### config.mk
export PLATFORM = sky130hd
export DESIGN_NAME = sfu_seq
export DESIGN_NICKNAME = d
export VERILOG_FILES = /design/src/rtl/sfu_pkg.sv /design/src/rtl/sfu_seq.sv
export SDC_FILE = /design/constraint.sdc
export NUM_CORES = 1
export LEC_CHECK = 0
export ABC_AREA = 1
export BUFFER_PORTS_ARGS = -buffer_cell sky130_fd_sc_hd__buf_2
export CAP_MARGIN = 15
export CORE_MARGIN = 10
export CORE_UTILIZATION = 57
export DETAILED_ROUTE_END_ITERATION = 10
export PLACE_DENSITY = 0.77
export SLEW_MARGIN = 0
export SYNTH_ARGS = -nofsm -noshare
export SYNTH_HDL_FRONTEND = slang
export SYNTH_SLANG_ARGS = --single-unit
### constraint.sdc
create_clock -name clk -period 2 [get_ports clk]
set_clock_uncertainty 0.05 [all_clocks]
set_input_delay 0.4 -clock clk [delete_from_list [all_inputs] [get_ports clk]]
set_output_delay 0.4 -clock clk [all_outputs]
set_load 0.005 [all_outputs]
### src/rtl/sfu_pkg.sv
// Shared definitions for the SFU bank sequencer: state encoding, SIMD mode
// constants and default counter/address widths.
package sfu_pkg;

    typedef enum logic [2:0] {
        S_IDLE,
        S_CLR,
        S_RD,
        S_DRAIN,
        S_RELU,
        S_WB,
        S_FIN
    } state_t;

    localparam logic MODE_4B = 1'b0;
    localparam logic MODE_2B = 1'b1;

    localparam int CNT_BW_DEF  = 8;
    localparam int ADDR_BW_DEF = 11;

endpackage

### src/rtl/sfu_seq.sv
// Sequencer for the per-column SFU bank: clear, stream n_kij psum words with
// aligned acc pulses, one ReLU step, then write the pixel row to output SRAM.
module sfu_seq
    import sfu_pkg::*;
#(
    parameter int col     = 8,
    parameter int addr_bw = ADDR_BW_DEF,
    parameter int cnt_bw  = CNT_BW_DEF
) (
    input  logic               clk,
    input  logic               reset,
    input  logic               start,
    input  logic               mode_in,
    input  logic [cnt_bw-1:0]  n_kij,
    input  logic [cnt_bw-1:0]  n_out,
    input  logic               rd_gnt,
    output logic               rd_en,
    output logic [addr_bw-1:0] rd_addr,
    output logic               sfu_clr,
    output logic               acc,
    output logic               relu,
    output logic               mode,
    output logic               wr_en,
    output logic [addr_bw-1:0] wr_addr,
    output logic               busy,
    output logic               done
);

    localparam int W = (addr_bw > cnt_bw) ? addr_bw : cnt_bw;

    state_t              state;
    logic [cnt_bw-1:0]   nk;
    logic [cnt_bw-1:0]   no;
    logic [cnt_bw-1:0]   o;
    logic [cnt_bw-1:0]   kij;
    logic [addr_bw-1:0]  base;
    logic [W-1:0]        no_w;
    logic [W-1:0]        o_w;
    logic [addr_bw-1:0]  no_a;
    logic [addr_bw-1:0]  o_a;

    // Counters are resized onto the address width; the stride add wraps silently.
    assign no_w = W'(no);
    assign o_w  = W'(o);
    assign no_a = no_w[addr_bw-1:0];
    assign o_a  = o_w[addr_bw-1:0];

    assign rd_en   = (state == S_RD) && rd_gnt && !reset;
    assign rd_addr = (state == S_RD) ? base : '0;
    assign sfu_clr = (state == S_CLR);
    assign relu    = (state == S_RELU);
    assign wr_en   = (state == S_WB);
    assign wr_addr = (state == S_WB) ? o_a : '0;
    assign busy    = (state != S_IDLE);
    assign done    = (state == S_FIN);

    always_ff @(posedge clk) begin
        if (reset) begin
            state <= S_IDLE;
            mode  <= MODE_4B;
            nk    <= '0;
            no    <= '0;
            o     <= '0;
            kij   <= '0;
            base  <= '0;
            acc   <= 1'b0;
        end else begin
            // SRAM read latency is one cycle, so acc trails the issued read.
            acc <= rd_en;
            case (state)
                S_IDLE: begin
                    if (start) begin
                        mode  <= mode_in;
                        nk    <= n_kij;
                        no    <= n_out;
                        o     <= '0;
                        state <= (n_kij == '0 || n_out == '0) ? S_FIN : S_CLR;
                    end
                end
                S_CLR: begin
                    kij   <= '0;
                    base  <= o_a;
                    state <= S_RD;
                end
                S_RD: begin
                    if (rd_gnt) begin
                        kij  <= kij + cnt_bw'(1);
                        base <= base + no_a;
                        if (kij == nk - cnt_bw'(1))
                            state <= S_DRAIN;
                    end
                end
                S_DRAIN: state <= S_RELU;
                S_RELU:  state <= S_WB;
                S_WB: begin
                    if (o == no - cnt_bw'(1)) begin
                        state <= S_FIN;
                    end else begin
                        o     <= o + cnt_bw'(1);
                        state <= S_CLR;
                    end
                end
                S_FIN:   state <= S_IDLE;
                default: state <= S_IDLE;
            endcase
        end
    end

endmodule

==> flow_summary.json <==
{
  "fmax_ghz": 0.526,
  "rows": 27,
  "period_needed_ps": 1900,
  "synthMuxAreaShare_pct": 0,
  "syn_to_final_growth_pct": 19.2,
  "clkLatencyLatePin_ps": 310,
  "grt.total_usage_pct": 18.9,
  "synth_xor_area_share_pct": 3.85,
  "die_y_microns": 94.8,
  "synthDistinctLibCells": 37,
  "powerDensity_nw_per_um2": 1190,
  "nets": 598,
  "ys_ff_latch": 48,
  "leakagePower_uw": 0.00172,
  "dpl_cell_area_sq_um": 3550,
  "hold_viol": 0,
  "grt_max_degree": 23,
  "cts_root_buf": "clkbuf_8",
  "cp_top_family": "flip-flops",
  "drcViolationCount": 0,
  "io_pins": 51,
  "max-slew-margin-rel_pct": 65.3,
  "yosysWarnings": 0,
  "gp_congestion": 0.934,
  "startpoint_type": "flip-flop",
  "ir_worst_vdd_mv": 0.803,
  "ys_seq_area_share_pct": 30.2,
  "synth-edff-count": 0,
  "max_cap_viol_count": 0,
  "worst_path_max_delay_cell": "dfxtp_2",
  "drtPass1Iterations": 4,
  "io_buffers": 47,
  "period_share_pct": 95.1,
  "initialDrtViolationCount": 201,
  "htreeDepth": 2,
  "synth_area_per_cell_sq_um": 6.36,
  "slew_viol_final": 0,
  "fin_tns_setup_ps": 0,
  "worstPathCellList": "inv_2, nor3_4, inv_4, nor2_1, buf_2",
  "viasPerCell": 5.30,
  "core_sq_um": 5470,
  "diodes": 0,
  "mostFrequentLayoutCell": "nand2_1",
  "wl_per_cell_microns": 13.9,
  "via_count": 3375,
  "cp_max_fo": 15,
  "grt_pass1_vias": 2962,
  "fp.dieW_microns": 94.8,
  "path_buf_inv": 3,
  "clk_pin_slew_ps": 100,
  "cts-hold-fix-buffers": 0,
  "synth_top_family_by_area": "simple AND/OR/NAND/NOR gates",
  "total_power_uw": 4500,
  "cts_tree": "done",
  "final-setup-viol-count": 0,
  "grt_pass1_wl_microns": 13700,
  "synth_cells": 501,
  "hp-class": "in -> reg",
  "layout-drive-gt1-share_pct": 20.7,
  "grt_overflow_total": 0,
  "grt_antenna_before_repair": 0,
  "syn-cell-area_sq_um": 3190,
  "final_util_pct": 69.4,
  "critPathKind": "reg -> out",
  "synthAdderAreaFrac_pct": 5.34,
  "ant_nets": 0,
  "crit_path_max_incr_delay_ps": 450,
  "status": "complete, no violations",
  "design_area_sq_um": 3800,
  "drt_wl_total_microns": 8880,
  "async_reset_ff_share_pct": 0,
  "final_cell_mix": "107 x nand2_1, 62 x nor2_1, 60 x inv_1",
  "die_area_sq_um": 8980,
  "synth_compound_area_share_pct": 15.6,
  "synthFlopType": "dfxtp_1",
  "cp.required_ps": 1550,
  "cts.path.max_buffers": 2,
  "initial_core_util_pct": 58.2,
  "cp.arrival_ps": 1450,
  "synthSimpleGateAreaFrac_pct": 33.7,
  "dp_hpwl_microns": 6740,
  "clock_sinks": 48,
  "end_kind": "output port",
  "cts_inserted_buffers": 5,
  "tightest_slew_ps": 516
}
[state kept, by name, indices dropped and copies added, names as in the netlist]
name,cells
acc,1
base,11
kij,8
mode,1
nk,8
no,8
o,8
state,3
[cell type report]
| class | instances | area (sq um) |
|---|---|---|
| Clock buffer | 5 | 68.8 |
| Clock inverter | 3 | 46.3 |
| Fill cell | 501 | 1680 |
| Inverter | 67 | 256 |
| Multi-Input combinational cell | 371 | 1950 |
| Sequential cell | 48 | 966 |
| Tap cell | 72 | 90.1 |
| Timing Repair Buffer | 71 | 415 |
[worst register-to-register path, delay by kind of cell (launching register included)]
kind            cells  cell delay [ps]
fa+ha+maj           2              480
simple gates        5              450
flops               1              390
compound gates      2              300
buf+inv             3              170
[cell usage after synthesis, types with 6 or more instances]
cell type,number,area (sq um)
buf_2,6,30.0
nand2_1,109,409
nand3_1,41,205
xnor2_1,6,52.6
nand4_1,6,37.5
ha_1,12,150
nor2_1,66,248
dfxtp_1,48,961
xor2_1,8,70.1
inv_1,63,236
o21ai_0,34,170
a21oi_1,52,260
[through the flow]
stage                     setup WS (ps)  instances  hold slack, ps
final                              98.0        637             304
after global routing              -46.0        637             316
after CTS                          19.6        632             300
after global placement              108        622             401
after floorplan                     213        503             387
after detailed placement           40.9        622             410
[repair_timing]
| action | 4_1_cts | 5_1_grt |
|---|---|---|
| pin swaps | 1 | 6 |
| setup endpoints to repair | 19 | 26 |
| cloned | 0 | 1 |
| setup buffers | 2 | 4 |
| gates resized for setup | 2 | 22 |
[layer usage]
metal  track usage (%)  vias up  wire length, microns
li1                  -     1744                     -
met1              25.8     1514                  4060
met2              28.8      107                  3860
met3              4.20       10                   825
met4              5.86        0                   134
met5                 0        -                     0
[logic make-up after synthesis]
kind of cell / after synthesis
AOI/OAI and AO/OA: 96
xor gates and xnor gates: 14
adders and majority gates: 13
buffers and inverters: 85
DFF: 48
other: 1
and+or+nand+nor: 244
[power by group]
part | internal (uW) | leakage [uW] | total [uW] | switching, uW
logic | 890 | 0.00128 | 2350 | 1460
clock network | 377 | 0.0000548 | 747 | 369
registers | 1180 | 0.000393 | 1410 | 224
total | 2450 | 0.00172 | 4500 | 2050
[final timing paths]
path	endpoint	depth (start not counted)	start	slack, ps
max	wr_addr[1]	5	state[0]	100
min	mode	3	mode_in	300
max reg2reg	base[10]	12	base[0]	110
min reg2reg	mode	2	mode	420
Note: power is estimated with default switching activity, not from simulation.
